`config.mk`:
```
export PLATFORM = sky130hd
export DESIGN_NAME = mix8_unmix
export DESIGN_NICKNAME = d
export VERILOG_FILES = /design/src/rtl/mix8_pkg.sv /design/src/rtl/mix8_unmix_step.sv /design/src/rtl/mix8_unmix.sv
export SDC_FILE = /design/constraint.sdc
export NUM_CORES = 1
export LEC_CHECK = 0
export CORE_AREA = 2 2 200 202
export CTS_BUF_LIST = sky130_fd_sc_hd__clkbuf_8
export CTS_CLUSTER_DIAMETER = 40
export DETAILED_ROUTE_END_ITERATION = 16
export DIE_AREA = 0 0 202 204
export PLACE_DENSITY = 0.86
export SYNTH_ARGS = -nofsm -noshare
export SYNTH_HDL_FRONTEND = slang
export SYNTH_HIERARCHICAL = 1
export SYNTH_SLANG_ARGS = --single-unit
export TNS_END_PERCENT = 20
```
`constraint.sdc`:
```
create_clock -name clk -period 10.1 [get_ports clk]
set_input_delay 1.515 -clock clk [delete_from_list [all_inputs] [get_ports clk]]
set_output_delay 1.515 -clock clk [all_outputs]
set_load 0.05 [all_outputs]
```
`src/rtl/mix8_pkg.sv`:
```
// mix8_pkg: shared constants and types for the 8x32-bit ARX unmix datapath.
//   MIX8_WORDS / taps / shift : geometry of the forward mixing round
//   mix8_state_t              : eight 32-bit words, word i at bits [32i+31:32i]
//   mix8_unmix_st_e           : FSM states of mix8_unmix
//   mix8_op_e                 : word operation selected for mix8_unmix_step
package mix8_pkg;

    localparam int MIX8_WORDS     = 8;
    localparam int MIX8_XOR_TAP   = 3;
    localparam int MIX8_XOR_SHIFT = 16;
    localparam int MIX8_ADD_TAP   = 7;

    typedef logic [31:0] mix8_word_t;
    typedef mix8_word_t [MIX8_WORDS-1:0] mix8_state_t;

    typedef enum logic [1:0] {
        IDLE  = 2'd0,
        UNXOR = 2'd1,
        UNADD = 2'd2,
        DONE  = 2'd3
    } mix8_unmix_st_e;

    typedef enum logic {
        OP_XOR = 1'b0,
        OP_SUB = 1'b1
    } mix8_op_e;

endpackage

```
`src/rtl/mix8_unmix_step.sv`:
```
// mix8_unmix_step: combinational single-word inverse operation.
//   state : full 8-word state register
//   idx   : word being restored
//   op    : OP_XOR undoes the shifted-xor step, OP_SUB undoes the add step
//   word  : new value for state[idx]
module mix8_unmix_step
    import mix8_pkg::*;
(
    input  mix8_state_t state,
    input  logic [2:0]  idx,
    input  mix8_op_e    op,
    output mix8_word_t  word
);

    // 3-bit adds wrap naturally, giving the (i+tap)%8 neighbours.
    logic [2:0] xor_idx;
    logic [2:0] add_idx;

    assign xor_idx = idx + 3'(MIX8_XOR_TAP);
    assign add_idx = idx + 3'(MIX8_ADD_TAP);

    always_comb begin
        word = state[idx];
        case (op)
            OP_XOR:  word = state[idx] ^ (state[xor_idx] << MIX8_XOR_SHIFT);
            OP_SUB:  word = state[idx] - state[add_idx];
            default: word = state[idx];
        endcase
    end

endmodule

```
`src/rtl/mix8_unmix.sv`:
```
// mix8_unmix: iterative inverse of ROUNDS forward 8x32 ARX mixing rounds.
// One word is restored per clock, so a state takes 16*ROUNDS cycles.
//   clk, rst_n           : clock, async active-low reset
//   in_valid/in_ready    : mixed state handshake, in_data (256 bits)
//   out_valid/out_ready  : recovered state handshake, out_data (256 bits)
//   busy                 : high while unmixing (UNXOR or UNADD)
//   blk_cnt              : completed output handshakes, only when
//                          MIX8_UNMIX_CNT_EN is defined
module mix8_unmix
    import mix8_pkg::*;
#(
    parameter int ROUNDS = 4
) (
    input  logic         clk,
    input  logic         rst_n,
    input  logic         in_valid,
    output logic         in_ready,
    input  logic [255:0] in_data,
    output logic         out_valid,
    input  logic         out_ready,
    output logic [255:0] out_data,
    output logic         busy
`ifdef MIX8_UNMIX_CNT_EN
    ,
    output logic [31:0]  blk_cnt
`endif
);

    mix8_unmix_st_e st_q, st_n;
    logic [2:0]     idx_q, idx_n;
    logic [3:0]     rnd_q, rnd_n;
    mix8_state_t    data_q, data_n;
    mix8_op_e       op;
    mix8_word_t     step_word;

    mix8_unmix_step u_step (
        .state (data_q),
        .idx   (idx_q),
        .op    (op),
        .word  (step_word)
    );

    always_ff @(posedge clk or negedge rst_n) begin
        if (!rst_n) begin
            st_q   <= IDLE;
            idx_q  <= 3'd7;
            rnd_q  <= 4'd0;
            data_q <= '0;
        end else begin
            st_q   <= st_n;
            idx_q  <= idx_n;
            rnd_q  <= rnd_n;
            data_q <= data_n;
        end
    end

    // Each inverse pass walks idx from 7 down to 0: higher words are already
    // restored and lower words still hold their forward value.
    always_comb begin
        st_n   = st_q;
        idx_n  = idx_q;
        rnd_n  = rnd_q;
        data_n = data_q;
        op     = OP_XOR;
        case (st_q)
            IDLE: begin
                if (in_valid) begin
                    data_n = in_data;
                    idx_n  = 3'd7;
                    rnd_n  = 4'd0;
                    st_n   = UNXOR;
                end
            end
            UNXOR: begin
                op             = OP_XOR;
                data_n[idx_q]  = step_word;
                if (idx_q == 3'd0) begin
                    idx_n = 3'd7;
                    st_n  = UNADD;
                end else begin
                    idx_n = idx_q - 3'd1;
                end
            end
            UNADD: begin
                op             = OP_SUB;
                data_n[idx_q]  = step_word;
                if (idx_q == 3'd0) begin
                    if (rnd_q == 4'(ROUNDS - 1)) begin
                        st_n = DONE;
                    end else begin
                        rnd_n = rnd_q + 4'd1;
                        idx_n = 3'd7;
                        st_n  = UNXOR;
                    end
                end else begin
                    idx_n = idx_q - 3'd1;
                end
            end
            DONE: begin
                if (out_ready) st_n = IDLE;
            end
            default: st_n = IDLE;
        endcase
    end

    assign in_ready  = (st_q == IDLE);
    assign out_valid = (st_q == DONE);
    assign busy      = (st_q == UNXOR) || (st_q == UNADD);
    assign out_data  = data_q;

`ifdef MIX8_UNMIX_CNT_EN
    always_ff @(posedge clk or negedge rst_n) begin
        if (!rst_n)                        blk_cnt <= 32'd0;
        else if (out_valid && out_ready)   blk_cnt <= blk_cnt + 32'd1;
    end
`endif

endmodule

```
Word-level counts from Yosys, hierarchy flattened. Index checks and enable logic that the tools add are counted.

Bits in registers: 265. Logic and storage cells: 72. Output and inout port bits: 259. Input port bits: 260.

Bitwise operators: 2. Add/sub/neg operators: 5. Equality and inequality tests: 10. Muxes and demuxes: 28. Magnitude comparators: 4. Reductions and logical operators: 12.

Operators by type and width (number): case mux 256 bit (2 select lines) (1); binary-select mux 32 bit (select 3 bit) (3); bitwise mux 256 bit (1); 2-to-1 mux 256 bit (1); demux 32 bit (select 3 bit) (1); 2-to-1 mux 32 bit (3); case mux 32 bit (2 select lines) (1); subtractor 32 bit (1); XOR 32 bit (1); 2-to-1 mux 16 bit (1); less-than comparator 3 x 4 -> 1 bit, second input constant (3); 2-to-1 mux 3 bit (4); 2-to-1 mux 4 bit (3); 2-to-1 mux 2 bit (5); case mux 3 bit (3 select lines) (1); != test 2 bit, second input constant (4); case mux 2 bit (4 select lines) (1); case mux 4 bit (2 select lines) (1); AND reduction 4 bit (2); adder 4 x 1 -> 4 bit, second input constant (1); == test 2 bit, second input constant (2); == test 4 x 2 -> 1 bit, second input constant (1); nonzero test 2 bit (2); adder 3 x 2 -> 3 bit, second input constant (1); other kinds (16) (16).

Depth between registers and ports, before layout. Gate-level depths: netlist of run 1.

Word-level depth: 7. Depth in mapped cells: 25. Gate-level depth less buffers: 16.

Modules after synthesis. The synthesis of run 1 kept the hierarchy.

Modules (own cells, without submodules): mix8_unmix (instances 1, area each 12594.6 sq um, cells each 1284, seq. area each 6635.1 sq um); mix8_unmix_step (instances 1, area each 6252.2 sq um, cells each 597, seq. area each 0.0 sq um).

Least setup slack after synthesis of run 1. OpenSTA, ideal clock, no wires.

Kind: reg2reg. Start point: reg idx_q[0]. End point: reg data_q (netlist bit out_data[92]). Arrival time: 5592 ps. Data required time: 10027 ps. Clock period less this slack: 5666 ps. Setup slack: 4434 ps. Path buffers: 7. Setup time: 73 ps. Stages on the path, launching flop included: 23. Path through: dfstp_2 buf_6 buf_4 buf_4 buf_2 inv_1 ha_1 buf_2 clkbuf_1 mux4_2 mux2_2 ha_1 fa_1 and2b_1 o211ai_1 a211o_1 o311ai_2 a31oi_1 a311oi_1 and2_0 buf_1 a22oi_1 a21oi_2.

Cells in the longest elaborated chain, start to end: 7. Elaborated cells between the ends (all ways): 18. Those cells by class: add/sub: 3; order compare: 2; mux: 11; bitwise: 1; reduce/logical: 1.

Ends and longest elaborated chain: from (decl) (RTL line mix8_unmix.sv:30) `logic [2:0] idx_q, idx_n;`; from (signal assigned) (RTL line mix8_unmix.sv:51) `idx_q <= idx_n;`; adder 3 bit / adder 3 x 2 -> 3 bit (equally long branches) (RTL line mix8_unmix_step.sv:20, mix8_unmix_step.sv:19); binary-select mux 32 bit (select 3 bit), on equally long branches (RTL line mix8_unmix_step.sv:26, mix8_unmix_step.sv:25); 2-to-1 mux 32 bit (not written as such) / 2-to-1 mux 16 bit (equally long branches) (RTL line mix8_unmix_step.sv:26, mix8_unmix_step.sv:25); subtractor 32 bit / XOR 32 bit (equally long branches) (RTL line mix8_unmix_step.sv:26, mix8_unmix_step.sv:25); case mux 32 bit (2 select lines) * (RTL line mix8_unmix_step.sv:24) `case (op)`; via step_word[28] (RTL line mix8_unmix.sv:34) `mix8_word_t step_word;`; bitwise mux 256 bit * (RTL line mix8_unmix.sv:76, mix8_unmix.sv:86); case mux 256 bit (2 select lines) * (RTL line mix8_unmix.sv:65) `case (st_q)`; to (signal assigned) (RTL line mix8_unmix.sv:53) `data_q <= data_n;`; to (decl) (RTL line mix8_unmix.sv:32) `mix8_state_t data_q, data_n;`.

Mark *: on every way through the listed nets, which the timed path passes. The rest lies on a longest branch. The select of a mux whose other input is x is not followed. A chain may end at the register's enable or synchronous reset.

Worst setup path in the final report of run 1. Same ends and word-level chain as after synthesis.

==> flow_summary.toml, run 1 <==
[floorplanning]
rows = 73
die_w_um = 202
io_pins = 519
die_y_um = 204
core-area_um2 = 39200
start_util = 0.481
die_area_um2 = 41200

[global_route]
grt_first_pass_wirelength_um = 116000
grtUsageTotal = 0.368
grt_overflow = 0
grt_pass1_vias = 18661
antenna_found_initial = 6
grt_max_degree = 130

[clock_tree]
cts_setup_buffers = 0
h-tree-depth = 2
cts_hold_buffers = 0
clockRootBuffer = "clkbuf_8"
cts_tree = "done"
numCtsBuffers = 49
cts_resized = 0
cts.sinks = 265
clockBufferDepth = 3
clkLatencyLatePin_ns = 0.61
clk_pin_slew_worst_paths_ns = 0.06

[setup_path]
cp_max_fo = 64
critPathKind = "reg2reg"
critical-path-top-delay-family = "compound AO/OA/AOI/OAI gates"
cp-end-kind = "flop"
slowest_stage = "dfstp_4"
path_cells = "inv_1 > ha_4 > mux4_2 > mux2_2 > ha_1 > fa_1 > and2b_1 > o211ai_1 > a211o_1 > o311ai_2 > a31oi_1 > a311oi_1 > and2_0 > a22oi_1 > a21oi_2"
critical_path_buf_inv_count = 1
max_stage_delay_ns = 1.07
critPathLaunch = "idx_q[0]"
worstPathArrival_ns = 7.00
timing.rr.start = "idx_q[0]"
startpoint_type = "flop"
worstPathRequired_ns = 10.62

[sta]
slew_viol_final = 0
hold_violations = 0
postLayoutSetupSlackWorst_ns = 3.62
setup_violations = 0
period_minus_slack_ns = 6.48
max_slew_margin = 0.211
period_share = 0.642
grt_setup_unrepaired = "false"
setup_tns_ns = 0
finClkSkew_ns = 0.0342
hold_slack_ns = 0.522
clock.fmax_mhz = 154
worst_pin_slew_ns = 1.18

[detailed_routing]
num_vias = 18887
wl_per_cell_um = 27.5
via_per_inst = 6.66
ant_nets = 0
drt_first_pass_iters = 6
totalWireLength_um = 77900
drc = 0
drtIter0Drc = 1986

[yosys]
synthAdderAreaFrac = 0.0270
synth-edff-count = 0
yosysWarnings = 6
ys_seq_area_frac = 0.352
synthFlopType = "dfrtp_1"
synth_compound_area_frac = 0.236
synth_xor_area_frac = 0.0199
synthSimpleGateAreaFrac = 0.0953
synth.avg_cell_area_um2 = 10.0
async_flop_share = 1.00
synth.cell_area_um2 = 18800
syn_nets = 2181
synth_cell_type_count = 72
synth_top_family_by_area = "compound AO/OA/AOI/OAI gates"
synth.mux.area_fraction = 0.201
syn_inst = 1881
ys_seq_elements = 265

[place]
dp.cells = 2746
port-buffer-count = 518
hpwl_um = 53100
gp_congestion = 0.923
place_ws_ns = 3.71

[outcome]
outcome = "completed"

[finish]
multiInputGateArea_um2 = 11000
layout_common_cells = "clkdlybuf4s50_1, a21oi_1, nor2_1"
seq_area_um2 = 6640
area_growth_pct = 31.8
final_nets = 2572
nFillCells = 3021
drive_above_1_share = 0.139
final_common_cell = "clkdlybuf4s50_1"
instances_no_fill = 2836

[min_path]
hold_path_class = "reg2reg"
holdCritStartpoint = "rnd_q[3]"

[flow_run]
maxCapViolCount = 0
-- final cells by class --
type / count / area share
antenna: 5 / 0.000504
clock buffer: 57 / 0.0316
clock inverter: 28 / 0.00665
inverter: 48 / 0.00755
multi-input combinational: 1368 / 0.444
sequential: 265 / 0.267
tap: 525 / 0.0264
timing repair buffer: 540 / 0.216
-- flip-flops by register name, indices dropped and copies added, names as in the netlist --
name / flops
out_data: 256
idx_q: 3
rnd_q: 4
st_q: 2
-- cells in the mapped netlist (3+ instances only) --
library cell | n | share of area
and3_1 | 4 | 0.0013
nor2_1 | 282 | 0.056
a211oi_1 | 7 | 0.0028
o21ai_0 | 19 | 0.0050
clkbuf_1 | 82 | 0.016
a221oi_1 | 5 | 0.0023
o21ba_2 | 4 | 0.0021
nor2b_1 | 5 | 0.0017
mux4_2 | 126 | 0.15
mux2i_1 | 52 | 0.028
buf_1 | 13 | 0.0026
a221oi_2 | 28 | 0.022
ha_1 | 39 | 0.026
a21oi_2 | 9 | 0.0042
and2_0 | 3 | 0.0010
o31ai_1 | 4 | 0.0016
dfrtp_1 | 262 | 0.35
o211ai_1 | 3 | 0.0012
a22oi_1 | 224 | 0.089
buf_6 | 27 | 0.016
o21a_1 | 3 | 0.0012
mux2_2 | 32 | 0.019
xnor2_1 | 26 | 0.012
inv_1 | 48 | 0.0096
nor3_1 | 7 | 0.0019
nand4_1 | 9 | 0.0030
nand3_1 | 8 | 0.0021
nand2_1 | 30 | 0.0060
buf_4 | 20 | 0.0080
o21bai_1 | 3 | 0.0012
xor2_1 | 15 | 0.0070
a21oi_1 | 316 | 0.084
nand2b_1 | 9 | 0.0030
a21o_1 | 16 | 0.0064
dfstp_2 | 3 | 0.0042
nor3b_2 | 3 | 0.0020
and2_1 | 33 | 0.011
buf_2 | 58 | 0.015
-- metal layers --
layer,up-vias,track usage,share of wire
met4,2,0.183,0.053
met5,-,0,0.00018
met1,9186,0.482,0.37
met2,1526,0.579,0.46
li1,7855,-,-
met3,318,0.0837,0.11
-- worst paths after layout --
check | to | slack [ns] | depth (start not counted)
worst max-delay path | out_data[92] | 3.62 | 15
worst min-delay path | rnd_q[3] | 0.52 | 1
worst max register to register | out_data[92] | 3.62 | 15
worst min register to register | rnd_q[3] | 0.52 | 1
max in group asynchronous | out_data[228] | 7.02 | 3
min in group asynchronous | out_data[151] | 0.83 | 1
-- cells by family after synthesis --
kind of cell / after synthesis
and+or+nand+nor: 408
AOI/OAI and AO/OA: 665
adders and majority gates: 40
muxes: 213
DFF: 265
buffers and inverters: 248
xor gates and xnor gates: 42
-- per-stage QoR --
step / area, um^2 / util
final: 24800 / 0.634
after global routing: 24800 / 0.634
after CTS: 24800 / 0.634
after detailed placement: 23900 / 0.610
after global placement: 23900 / 0.610
after floorplan: 18800 / -
Power of run 1 is not shown: default switching activity piles up to over one toggle a cycle in this logic, so the estimate is an artifact.
==> run 2, diff against run 1 <==
--- a/config.mk
+++ b/config.mk
@@ -5,11 +5,10 @@
 export SDC_FILE = /design/constraint.sdc
 export NUM_CORES = 1
 export LEC_CHECK = 0
-export CORE_AREA = 2 2 200 202
+export CORE_UTILIZATION = 46
 export CTS_BUF_LIST = sky130_fd_sc_hd__clkbuf_8
 export CTS_CLUSTER_DIAMETER = 40
 export DETAILED_ROUTE_END_ITERATION = 16
-export DIE_AREA = 0 0 202 204
 export PLACE_DENSITY = 0.86
 export SYNTH_ARGS = -nofsm -noshare
 export SYNTH_HDL_FRONTEND = slang
==> constraint.sdc (replaced) <==
create_clock -name clk -period 5.55 [get_ports clk]
set_input_delay 0.8325 -clock clk [delete_from_list [all_inputs] [get_ports clk]]
set_output_delay 0.8325 -clock clk [all_outputs]
set_load 0.05 [all_outputs]
==> flow_summary.toml, run 2 (synthesis gave the netlist of run 1 again) <==
[detailed_routing]
drtIter0Drc = 2172
drc = 0
drt_first_pass_iters = 12
ant_nets = 0
num_vias = 18992
totalWireLength_um = 79300
via_per_inst = 6.68
wl_per_cell_um = 27.9

[setup_path]
critPathKind = "reg2reg"
startpoint_type = "flop"
r2r_slack_ns = 0.34
reg2regPathDepth = 15
cp_max_fo = 19
timing.rr.start = "idx_q[0]"
r2r-end = "out_data[60]"
worstPathRequired_ns = 6.09
cp-end-kind = "flop"
worstPathArrival_ns = 5.76

[clock_tree]
clkLatencyLatePin_ns = 0.63
h-tree-depth = 2
cts_tree = "done"
cts_hold_buffers = 0
clockRootBuffer = "clkbuf_8"
numCtsBuffers = 53
clk_pin_slew_worst_paths_ns = 0.06
clockBufferDepth = 3
cts.sinks = 265

[sta]
setup_tns_ns = 0
max_slew_margin = 0.0699
period_minus_slack_ns = 5.21
worst_pin_slew_ns = 1.39
hold_slack_ns = 0.208
finClkSkew_ns = 0.0181
hold_violations = 0
setup_violations = 0
grt_setup_unrepaired = "false"
period_share = 0.939
clock.fmax_mhz = 192
slew_viol_final = 0

[global_route]
grtUsageTotal = 0.373
antenna_found_initial = 3
grt_max_degree = 170
grt.busiest_layer = "met2"
met2_usage = 0.573
grt_overflow = 0
use_met1 = 0.485
grt_pass1_vias = 18769
grtUsageMet3 = 0.0912
grt_first_pass_wirelength_um = 116000

[place]
gp_congestion = 0.973
placed_cell_area_um2 = 23900
hpwl_um = 53800
port-buffer-count = 518
dp.cells = 2745

[floorplanning]
rows = 73
start_util = 0.470
die_w_um = 204
die_area_um2 = 41800
io_pins = 519
die_y_um = 204
core-area_um2 = 40100

[finish]
largest_reg_flops = 256
instances_no_fill = 2843
final_nets = 2575
final_common_cell = "clkdlybuf4s50_1"
area_growth_pct = 32.7
fin_area_um2 = 25000
nFillCells = 3159
drive_above_1_share = 0.140
layout_common_cells = "clkdlybuf4s50_1, a21oi_1, nor2_1"

[flow_run]
maxCapViolCount = 0

[outcome]
outcome = "completed"

[min_path]
hold_path_class = "in2async"
==> run 2: worst max path at each step <==
stage	cells past startpoint	start	end
2_1_floorplan	22	idx_q[0]	out_data[92]
3_3_place_gp	14	idx_q[0]	out_data[93]
3_5_place_dp	14	idx_q[0]	out_data[253]
4_1_cts	14	idx_q[0]	out_data[253]
5_1_grt	14	idx_q[0]	out_data[125]
6_report	15	idx_q[0]	out_data[60]
==> run 2: metrics by stage <==
step,setup slack (ns),utilization
final,0.337,0.624
after global routing,0.0196,0.624
after CTS,0.399,0.624
after detailed placement,0.446,0.597
after global placement,0.380,0.597
after floorplan,0.00764,-
==> run 2: timing repair <==
action,in CTS,in global routing
gates resized for setup,0,1
buffers inserted,0,0
endpoints found under the setup margin,0,2
==> run 2: metal layers <==
layer,part of all wire,up-vias
li1,-,7873
met1,0.37,9206
met2,0.45,1581
met3,0.12,330
met4,0.058,2
met5,0.00015,-
==> run 2: worst max-delay path: stages, from the launching register on <==
cell and delay (ns):
dfstp_4 0.66, inv_1 0.08, ha_4 0.46, mux4_2 0.37, mux2_2 0.28, ha_1 0.23
fa_1 0.46, and2b_1 0.23, o211ai_1 0.15, a211o_1 0.38, o311ai_2 0.50, a31oi_1 0.20
a311oi_1 0.27, and2_0 0.46, a22oi_1 0.18, a21oi_1 0.21
==> run 2: layout make-up <==
class | count | area [um^2] | area share
diodes | 2 | 5.00 | 0.000200
multi-input cells | 1368 | 11000 | 0.441
well taps | 525 | 657 | 0.0263
clock inverters | 34 | 221 | 0.00885
flip-flops and latches | 265 | 6640 | 0.266
repair buffers | 539 | 5410 | 0.216
clock buffers | 62 | 853 | 0.0341
inverters | 48 | 188 | 0.00750
Power of run 2 is left out for the same reason.
==> run 3, diff against run 2 <==
--- a/config.mk
+++ b/config.mk
@@ -5,11 +5,13 @@
 export SDC_FILE = /design/constraint.sdc
 export NUM_CORES = 1
 export LEC_CHECK = 0
-export CORE_UTILIZATION = 46
+export CAP_MARGIN = 20
+export CORE_AREA = 2 2 202 204
 export CTS_BUF_LIST = sky130_fd_sc_hd__clkbuf_8
 export CTS_CLUSTER_DIAMETER = 40
 export DETAILED_ROUTE_END_ITERATION = 16
-export PLACE_DENSITY = 0.86
+export DIE_AREA = 0 0 204 206
+export PLACE_DENSITY = 0.85
 export SYNTH_ARGS = -nofsm -noshare
 export SYNTH_HDL_FRONTEND = slang
 export SYNTH_HIERARCHICAL = 1
==> constraint.sdc (replaced) <==
create_clock -name clk -period 5.2 [get_ports clk]
set_input_delay 0.78 -clock clk [delete_from_list [all_inputs] [get_ports clk]]
set_output_delay 0.78 -clock clk [all_outputs]
set_load 0.05 [all_outputs]
==> flow_summary.toml, run 3 (synthesis gave the netlist of run 1 again) <==
[place]
hpwl_um = 54500
gp_congestion = 0.989
port-buffer-count = 518
placed_cell_area_um2 = 24100

[detailed_routing]
wl_per_cell_um = 27.7
drc = 0
drtIter0Drc = 2029
drt_first_pass_iters = 6
num_vias = 18915
ant_nets = 0
via_per_inst = 6.64
totalWireLength_um = 78800

[finish]
multiInputGateArea_um2 = 11100
final_common_cell = "clkdlybuf4s50_1"
final_nets = 2581
layout_common_cells = "clkdlybuf4s50_1, a21oi_1, nor2_1"
largest_reg_flops = 256
seq_area_um2 = 6640
drive_above_1_share = 0.144
area_growth_pct = 33.2
nFillCells = 3209
fin_area_um2 = 25100

[global_route]
grt_first_pass_wirelength_um = 116000
antenna_found_initial = 2
use_met1 = 0.478
met2_usage = 0.586
grtUsageMet3 = 0.0904
grt.busiest_layer = "met2"
grt_max_degree = 152
grt_pass1_vias = 18672
grt_overflow = 0
grtUsageTotal = 0.367

[floorplanning]
die_area_um2 = 42000
io_pins = 519
die_w_um = 204
core-area_um2 = 40200
start_util = 0.469
rows = 74
die_y_um = 206

[setup_path]
cp-end-kind = "flop"
max_stage_delay_ns = 0.70
worstPathRequired_ns = 5.75
critPathLaunch = "idx_q[0]"
worstPathArrival_ns = 5.63
critPathKind = "reg2reg"
path_cells = "inv_1 > ha_4 > buf_4 > mux4_2 > mux2i_1 > ha_1 > o211ai_1 > a21o_1 > a311o_1 > a21oi_2 > a21o_1 > xnor2_1 > a21oi_1 > and2_0 > a22oi_1 > a21oi_2"
r2r-end = "out_data[91]"
timing.rr.start = "idx_q[0]"
cp_max_fo = 23
slowest_stage = "dfstp_4"
crit_end = "out_data[91]"
startpoint_type = "flop"
r2r_slack_ns = 0.12
reg2regPathDepth = 16

[clock_tree]
clkLatencyLatePin_ns = 0.64
clk_pin_slew_worst_paths_ns = 0.06
h-tree-depth = 2
numCtsBuffers = 50
clockRootBuffer = "clkbuf_8"
clockBufferDepth = 3
cts.sinks = 265
cts_hold_buffers = 0
cts_tree = "done"

[outcome]
outcome = "completed"

[flow_run]
maxCapViolCount = 0

[sta]
setup_tns_ns = 0
finClkSkew_ns = 0.0224
clock.fmax_mhz = 197
setup_violations = 0
hold_violations = 0
period_minus_slack_ns = 5.08
worst_pin_slew_ns = 1.16
grt_setup_unrepaired = "false"
slew_viol_final = 0
max_slew_margin = 0.223
period_share = 0.977

[min_path]
hold_path_class = "in2async"
==> run 3: critical path: cells and delay by family, from the launching register on <==
kind,cells,cell delay [ns]
adders and majority gates,2,0.58
muxes,2,0.60
AOI/OAI and AO/OA,8,1.90
DFF,1,0.70
and+or+nand+nor,1,0.63
xor gates and xnor gates,1,0.08
buffers and inverters,2,0.46
==> run 3: worst min-delay path by stage <==
| stage | startpoint | to |
|---|---|---|
| 2_1_floorplan | rnd_q[3] | rnd_q[3] |
| 3_3_place_gp | rnd_q[3] | rnd_q[3] |
| 3_5_place_dp | rnd_q[3] | rnd_q[3] |
| 4_1_cts | rst_n | out_data[150] |
| 5_1_grt | rst_n | out_data[183] |
| 6_report | rst_n | out_data[155] |
==> run 3: final cells by class <==
| type | count | share of cell area |
|---|---|---|
| Multi-Input combinational cell | 1368 | 0.440 |
| Sequential cell | 265 | 0.265 |
| Timing Repair Buffer | 548 | 0.220 |
| Clock buffer | 64 | 0.0351 |
| Tap cell | 532 | 0.0265 |
| Inverter | 48 | 0.00748 |
| Clock inverter | 22 | 0.00573 |
| Antenna cell | 1 | 0.0000997 |
==> run 3: per-stage QoR <==
stage                      util  cells  hold WS, ns  setup slack (ns)
after detailed placement  0.599   2761        0.509             0.270
final                     0.625   2848        0.224             0.121
after global placement    0.599   2761        0.484             0.362
after CTS                 0.625   2847        0.270             0.214
after global routing      0.625   2848        0.293           0.00498
after floorplan               -   1881        0.468            0.0361
==> run 3: timing repair <==
item,4_1_cts,5_1_grt
buffers inserted,0,0
endpoints found under the setup margin,0,17
resized for setup,0,4
==> run 3: per-layer routing <==
metal / vias up / part of all wire
li1: 7865 / -
met1: 9272 / 0.37
met2: 1503 / 0.47
met5: - / 0.00018
met3: 273 / 0.12
met4: 2 / 0.048
Power of run 3 is left out for the same reason.
==> RTL edit, RTL diff (settings of run 3) <==
Re-encode `mix8_unmix_st_e` (4 values) as one-hot, 4 bits wide.
--- a/src/rtl/mix8_pkg.sv
+++ b/src/rtl/mix8_pkg.sv
@@ -13,11 +13,11 @@
     typedef logic [31:0] mix8_word_t;
     typedef mix8_word_t [MIX8_WORDS-1:0] mix8_state_t;
 
-    typedef enum logic [1:0] {
-        IDLE  = 2'd0,
-        UNXOR = 2'd1,
-        UNADD = 2'd2,
-        DONE  = 2'd3
+    typedef enum logic [3:0] {
+        IDLE  = 4'b0001,
+        UNXOR = 4'b0010,
+        UNADD = 4'b0100,
+        DONE  = 4'b1000
     } mix8_unmix_st_e;
 
     typedef enum logic {
Check against the original RTL: no difference found for any inputs over 4 cycles, from zero or initial values and one cycle with rst_n low; so few cycles prove little.
==> RTL edit against run 3 <==
  * The flow now finishes with violations (slew limit)
  * Synthesized cell count increased by 3.5%
  * Sequential cell count increased by 2
  * Routed wire length increased by 13%
  * Clock skew increased by 11 ps
  * Area after synthesis increased by 14%
  * Hold slack got worse by 22 ps
  * Critical path depth unchanged
  * Worst setup slack got worse by 95 ps
  * Design area increased by 12%
Power is left out: the tool's default activity adds up to more than one toggle a clock period on the data nets, which glitch-free logic cannot reach.
==> RTL edit: results (changes against run 3) <==
IO Port Bufs=518 (unchanged); total of warnings raised by yosys=6 (unchanged); uppermost layer routed=met5; met1 wire length=32800 um (+12%); Distinct cells, synth=73 (+1.4%); clock latency at the later pin of the worst-skew pair=around 650 ps; post-place instance area=0.0269 mm^2 (+12%); pin count of the biggest net entering global routing=266 (+75%); Arr. time, crit path=5670 ps (+40 ps); Synth Net Count=2242 (+2.8%); initial antenna violation count=9 (+7); Cells after DPL=2838 (+2.8%); worst reg2reg setup slack=30 ps (-100 ps); WHS=202 ps (-21.7 ps); via count=21300 (+12%); global-route wire length before repair=132000 um (+14%); status=finished, violations left; nets=2656 (+2.9%); initial DRC count=2981 (+47%); vias in the first global route=20400 (+9.2%); Rel. slew slack=-0.143 (-0.367); Post-Synth XOR/XNOR Area=0.0183 (-0.00160); Synth area leaders=dfrtp_1 (31%), a2bb2oi_2 (17%), mux4_2 (13%); Synth Instances=1946 (+3.5%); Hold Crit Class=input port to asynchronous set/reset pin; WL final=89400 um (+13%); Synth Flop Type=dfrtp_1; top cells by count, synth=o21ai_0 (276), nand4_1 (266), dfrtp_1 (263); DP HPWL=62900 um (+15%); Layout Skew=33.2 ps (+10.8 ps); final setup violation count=0 (unchanged); CP max FO=50 (+120%); CTS buffer count=51 (+2.0%); family with the most delay on the worst path=compound AO/OA/AOI/OAI gates; Clock transition at path regs=60 ps (about the same); post-synthesis mux area share=0.175 (-0.0260); adder-cell share of the synthesized area=0.0214 (-0.00560); met2 wire len=39700 um (+8.3%); vias per cell=7.23 (+8.9%); number of flip-flops in the largest register=256 (unchanged); GP Congestion=1.01 (+1.8%); CTS H-Tree Depth=2 (unchanged); Clock Tree Buf Depth=3 (unchanged); routed wl met3=11300 um (+24%); Critical Path Slowest Stage Cell=dfstp_4; DR pass1 iterations=6 (unchanged); Synth Area in Compound Gates=0.286 (+0.0493); layout cells sized above 1=0.248 (+0.104); Max Slew Vio Count=131 (+131); GRT Resource Usage Total=0.416 (+0.0493); Max stage delay on crit path=650 ps (-50 ps); failing checks=slew limit; sequential cell area fraction in the yosys report=0.312 (-0.0403)
RTL edit: worst paths after layout:
kind                                      startpoint                        end  cells past startpoint
min in group clk                rnd_q[3]$_DFFE_PN0P_       rnd_q[3]$_DFFE_PN0P_                      1
worst min-delay path                           rst_n  out_data[182]$_DFFE_PN0P_                      1
worst min register to register  rnd_q[3]$_DFFE_PN0P_       rnd_q[3]$_DFFE_PN0P_                      1
max in group asynchronous                      rst_n  out_data[195]$_DFFE_PN0P_                      2
worst max-delay path            idx_q[0]$_DFFE_PN1P_  out_data[155]$_DFFE_PN0P_                     16
worst max register to register  idx_q[0]$_DFFE_PN1P_  out_data[155]$_DFFE_PN0P_                     16
RTL edit: cell families (layout without fill, tap and decap cells):
logic type | after synthesis | in the layout
fa+ha+maj | 36 | 36
compound gates | 670 | 670
mux | 211 | 211
other cells | 0 | 10
xor+xnor | 44 | 44
buf+inv | 238 | 691
flops | 267 | 267
simple gates | 480 | 480
RTL edit: metrics by stage:
step	setup WS, ps	util
global route	-151	0.698
global placement	102	0.669
CTS	72.8	0.696
finish	25.3	0.698
floorplan	40.1	-
detailed placement	-14.2	0.669
RTL edit: routing by layer:
metal  up-vias  global-route usage
met5         -                   0
met4         2               0.229
met3       391               0.121
met2      1790               0.622
met1     10500               0.547
li1       8595                   -
RTL edit: area by class of cell:
class                      instances  area, um^2
multi-input combinational       1441       13600
fill                            2893       12100
sequential                       267        6690
timing repair buffer             588        5940
clock buffer                      63         867
tap                              532         666
clock inverter                    29         224
inverter                          11        41.3
antenna                           10        25.0
RTL edit: timing repair:
item	CTS	global route
endpoints found under the setup margin	6	67
setup buffers	0	1
pin swaps	0	1
gates resized for setup	1	14
